File: src/rtl/fifo_tx_fetch_pkg.sv
`default_nettype none
// +--------------------------------------------------------------------------+
// | Package  : fifo_tx_fetch_pkg                                             |
// | Purpose  : System constants shared by the FIFO, UART and the FIFO->TX    |
// |            fetch engine: fetch FSM state encoding and gap counter width. |
// | Revision : 1.0  initial release                                          |
// +--------------------------------------------------------------------------+
package fifo_tx_fetch_pkg;

   // Fetch FSM state encoding. Other blocks decode these values, so they are
   // pinned explicitly.
   typedef enum logic [1:0] {
      ST_IDLE      = 2'b00,
      ST_SEND      = 2'b01,
      ST_WAIT_DONE = 2'b10,
      ST_GAP       = 2'b11
   } fetch_state_t;

   // Inter-frame gap counter width; bounds GAP_CYCLES to 1..15.
   localparam int C_GAP_CNT_W = 4;

endpackage : fifo_tx_fetch_pkg
`default_nettype wire

File: src/rtl/fifo_tx_fetch.sv
`default_nettype none
// +--------------------------------------------------------------------------+
// | Module   : fifo_tx_fetch                                                 |
// | Purpose  : Pops bytes from an rclk-domain FIFO and hands them one at a   |
// |            time to a UART transmitter, enforcing a minimum idle gap      |
// |            between frames.                                               |
// | Ports    : rclk       - single clock (FIFO read domain)                  |
// |            rrst_n     - asynchronous active-low reset                    |
// |            rempty     - FIFO empty flag (registered)                     |
// |            rdata      - FIFO head data, valid while rempty=0             |
// |            rinc       - FIFO pop strobe, one cycle per fetched byte      |
// |            tx_busy    - UART TX busy                                     |
// |            tx_data    - byte presented to the UART                       |
// |            tx_valid   - tx_data request, held until tx_busy is seen      |
// |            fetch_busy - high whenever the FSM is not idle                |
// | Params   : DATA_WIDTH (default 8), GAP_CYCLES (default 2, legal 1..15)   |
// | Revision : 1.0  initial release                                          |
// +--------------------------------------------------------------------------+
module fifo_tx_fetch
   import fifo_tx_fetch_pkg::*;
#(
   parameter int DATA_WIDTH = 8,
   parameter int GAP_CYCLES = 2
) (
   input  logic                  rclk,
   input  logic                  rrst_n,
   input  logic                  rempty,
   input  logic [DATA_WIDTH-1:0] rdata,
   output logic                  rinc,
   input  logic                  tx_busy,
   output logic [DATA_WIDTH-1:0] tx_data,
   output logic                  tx_valid,
   output logic                  fetch_busy
);

   localparam logic [C_GAP_CNT_W-1:0] C_GAP_LOAD = C_GAP_CNT_W'(GAP_CYCLES - 1);

   fetch_state_t           r_state;
   fetch_state_t           w_state_next;
   logic [C_GAP_CNT_W-1:0] r_gap_cnt;
   logic [C_GAP_CNT_W-1:0] w_gap_cnt_next;
   logic                   w_fetch;
   // Clears on reset and sets on the first clock edge afterwards, so the
   // earliest possible pop is on the second edge after reset release.
   logic                   r_armed;

   // ------------------------------------------------------------------
   // Next-state and fetch decision
   // ------------------------------------------------------------------
   always_comb begin
      w_state_next   = r_state;
      w_gap_cnt_next = r_gap_cnt;
      w_fetch        = 1'b0;
      case (r_state)
         ST_IDLE: begin
            if (r_armed && !rempty && !tx_busy) begin
               w_fetch      = 1'b1;
               w_state_next = ST_SEND;
            end
         end
         ST_SEND: begin
            if (tx_busy) begin
               w_state_next = ST_WAIT_DONE;
            end
         end
         ST_WAIT_DONE: begin
            if (!tx_busy) begin
               w_state_next   = ST_GAP;
               w_gap_cnt_next = C_GAP_LOAD;
            end
         end
         ST_GAP: begin
            // Loaded with GAP_CYCLES-1 and leaving on zero gives exactly
            // GAP_CYCLES cycles here; counter is back at zero in IDLE.
            if (r_gap_cnt == '0) begin
               w_state_next = ST_IDLE;
            end else begin
               w_gap_cnt_next = r_gap_cnt - 1'b1;
            end
         end
         default: begin
            w_state_next   = ST_IDLE;
            w_gap_cnt_next = '0;
         end
      endcase
   end

   // ------------------------------------------------------------------
   // State register and flopped outputs
   // ------------------------------------------------------------------
   always_ff @(posedge rclk or negedge rrst_n) begin
      if (!rrst_n) begin
         r_state    <= ST_IDLE;
         r_gap_cnt  <= '0;
         r_armed    <= 1'b0;
         rinc       <= 1'b0;
         tx_valid   <= 1'b0;
         tx_data    <= '0;
         fetch_busy <= 1'b0;
      end else begin
         r_state    <= w_state_next;
         r_gap_cnt  <= w_gap_cnt_next;
         r_armed    <= 1'b1;
         rinc       <= w_fetch;
         tx_valid   <= (w_state_next == ST_SEND);
         fetch_busy <= (w_state_next != ST_IDLE);
         if (w_fetch) begin
            tx_data <= rdata;
         end
      end
   end

endmodule : fifo_tx_fetch
`default_nettype wire

File: config.mk
export PLATFORM = sky130hd
export DESIGN_NAME = fifo_tx_fetch
export DESIGN_NICKNAME = d
export VERILOG_FILES = /design/src/rtl/fifo_tx_fetch_pkg.sv /design/src/rtl/fifo_tx_fetch.sv
export SDC_FILE = /design/constraint.sdc
export NUM_CORES = 1
export LEC_CHECK = 0
export CAP_MARGIN = 0
export CORE_UTILIZATION = 45
export CTS_CLUSTER_SIZE = 16
export DETAILED_ROUTE_END_ITERATION = 6
export PLACE_DENSITY = 0.8
export SETUP_SLACK_MARGIN = 0.1
export SLEW_MARGIN = 5
export SYNTH_ARGS = -nofsm -noshare
export SYNTH_HDL_FRONTEND = slang
export SYNTH_SLANG_ARGS = --single-unit
File: constraint.sdc
create_clock -name rclk -period 3.9 [get_ports rclk]
set_input_delay 0.78 -clock rclk [delete_from_list [all_inputs] [get_ports rclk]]
set_output_delay 0.78 -clock rclk [all_outputs]
set_load 0.1 [all_outputs]
==> impl_metrics.py <==
metrics = {
    "timing": {
        "grt_setup_unrepaired": "false",
        "setup_viol": 0,
        "slew_viol_final": 0,
        "fin_setup_tns_ps": 0,
        "hold_viol_final": 0,
        "timing.fmax_ghz": 0.391,
        "worst_slack_ps": 1340,
        "fin_crit_sh_pct": 65.6,
        "skew_ps": 3.19,
        "fin_crit_ps": 2560,
        "slew_headroom_pct": 34.6,
        "worst_pin_slew_ps": 979,
        "whs_ps": 516,
    },
    "yosys": {
        "synth_cells": 66,
        "syn_area_per_cell_sq_um": 12.7,
        "ys_types": 29,
        "synth-seq-area-share_pct": 53.8,
        "synth-seq-cells": 18,
        "syn_area_sq_um": 837,
        "syn-num-nets": 80,
        "yosysWarnings": 0,
    },
    "clock_tree": {
        "hold_buffers": 0,
        "clk_pin_slew_worst_paths_ps": 90,
        "cts_resized": 0,
        "ctsRootBufferMaster": "clkbuf_4",
        "h-tree-depth": 1,
        "post_cts_buffers": 0,
        "clockBufferDepth": 2,
        "numClockSinks": 18,
        "cts_tree": "done",
        "cts_buffers": 3,
        "insertion_delay_ps": 280,
    },
    "place": {
        "dpl_worst_slack_ps": 1260,
        "gp_congestion": 0.793,
        "dp_hpwl_mm": 1.14,
        "io_buffers": 22,
        "dp.cells": 110,
    },
    "global_routing": {
        "grt_pass1_vias": 613,
        "grt_pass1_wl_mm": 2.72,
        "grt_max_degree": 19,
        "track_usage_pct": 18.4,
        "overflow": 0,
        "antenna_found_initial": 0,
    },
    "routing": {
        "totalWireLength_mm": 1.56,
        "vias": 609,
        "first_pass_iters": 4,
        "first_iter_violations": 16,
        "wire_per_inst_microns": 13.8,
        "drc": 0,
        "ant_nets": 0,
        "vias_per_cell": 5.39,
    },
    "critical_path": {
        "cp.buffers_inverters": 1,
        "critPathKind": "reg -> out",
        "critPathMaxStageDelay_ps": 1130,
        "critPathTopFamily": "buffers and inverters",
        "arrival_ps": 1780,
        "cp-start-kind": "register",
        "path_max_fanout": 2,
        "crit_chain": "clkdlybuf4s50_1",
        "end_kind": "output pin",
        "crit_required_ps": 3120,
        "slowest_stage": "clkdlybuf4s50_1",
    },
    "floorplan": {
        "initial_core_util_pct": 48.5,
        "die_area_sq_mm": 0.00204,
        "die_width_microns": 45.1,
        "std_cell_rows": 15,
        "die_height_microns": 45.1,
        "core_area_sq_mm": 0.00173,
        "ios": 23,
    },
    "min_path": {
        "hold_class": "reg -> reg",
    },
    "job": {
        "maxCapViolations": 0,
    },
    "layout": {
        "layout.nets": 104,
        "drive_gt1_share_pct": 14.8,
        "fin_cells": 113,
        "area_growth_pct": 30.2,
        "num_antenna_cells": 0,
    },
    "run_status": {
        "outcome": "completed",
    },
}
-- cell usage in the layout, fill, tap and decap left out, types with 2 or more instances in the layout --
cell type        netlist  routed
clkdlybuf4s50_1        0      22
mux2_4                 7       7
clkbuf_4               0       3
dfrtp_1               18      18
o21ai_0                3       3
o31ai_1                2       2
ha_1                   2       2
nand2_1                3       3
nand3_1                3       3
nor2_1                 2       2
nor2b_1                2       2
inv_1                  4       4
-- worst paths after layout --
path	startpoint	end	slack, ps	depth (start not counted)
worst min-delay path	tx_data[7]	tx_data[7]	520	1
max in group asynchronous	rrst_n	r_armed	2460	1
worst min register to register	tx_data[7]	tx_data[7]	520	1
worst max register to register	r_state[0]	tx_data[0]	2050	2
worst max-delay path	tx_data[5]	tx_data[5]	1340	1
min in group asynchronous	rrst_n	rinc	950	1
-- cell families (layout without fill, tap and decap cells) --
group | count (synthesis) | count (layout) | synth area share (%)
compound gates | 13 | 13 | 11.4
xor+xnor | 1 | 1 | 1.05
other cells | 1 | 1 | 0.448
fa+ha+maj | 2 | 2 | 2.99
mux | 8 | 8 | 13.9
buf+inv | 7 | 29 | 4.33
simple gates | 16 | 16 | 12.1
flops | 18 | 18 | 53.8
-- cell usage after synthesis --
cell type | number | share of area (%)
dfrtp_1 | 18 | 54
mux2_4 | 7 | 13
inv_1 | 4 | 1.8
nand2_1 | 3 | 1.3
nand3_1 | 3 | 1.8
o21ai_0 | 3 | 1.8
buf_2 | 2 | 1.2
ha_1 | 2 | 3.0
nor2_1 | 2 | 0.90
nor2b_1 | 2 | 1.5
o31ai_1 | 2 | 1.8
a211oi_1 | 1 | 0.90
a21oi_1 | 1 | 0.60
a311o_1 | 1 | 1.2
a31oi_1 | 1 | 0.75
buf_6 | 1 | 1.3
conb_1 | 1 | 0.45
mux2_2 | 1 | 1.3
nand2b_1 | 1 | 0.75
nand4_1 | 1 | 0.75
nor3_1 | 1 | 0.60
nor3b_1 | 1 | 0.90
nor4_4 | 1 | 2.5
o211ai_1 | 1 | 0.90
o311a_1 | 1 | 1.2
o311ai_0 | 1 | 1.0
o31a_2 | 1 | 1.2
or3b_1 | 1 | 1.0
xnor2_1 | 1 | 1.0
-- sequential cells by signal, summed over array words and instances (netlist names) --
signal and count:
tx_data 8, r_gap_cnt 4, r_state 2, fetch_busy 1, r_armed 1, rinc 1, tx_valid 1
-- layer usage --
metal	GRT usage [%]	part of all wire, %	vias to the layer above
met5	0	0	-
met4	5.45	0.96	0
met3	4.40	6.0	2
met2	29.9	50	27
met1	24.4	43	299
li1	-	-	281
-- metrics by stage --
| stage | util (%) | instance area (sq um) |
|---|---|---|
| floorplan | - | 837 |
| global placement | 61.8 | 1070 |
| detailed placement | 61.8 | 1070 |
| CTS | 63.1 | 1090 |
| global route | 63.1 | 1090 |
| finish | 63.1 | 1090 |
-- final cells by class --
class                      instances  area, sq um
fill                             147          637
sequential                        18          450
multi-input combinational         41          350
timing repair buffer              22          220
tap                               25         31.3
clock buffer                       3         22.5
inverter                           4         15.0
Power is left out: the tool's default activity adds up to more than one toggle a clock period on the data nets, which glitch-free logic cannot reach.
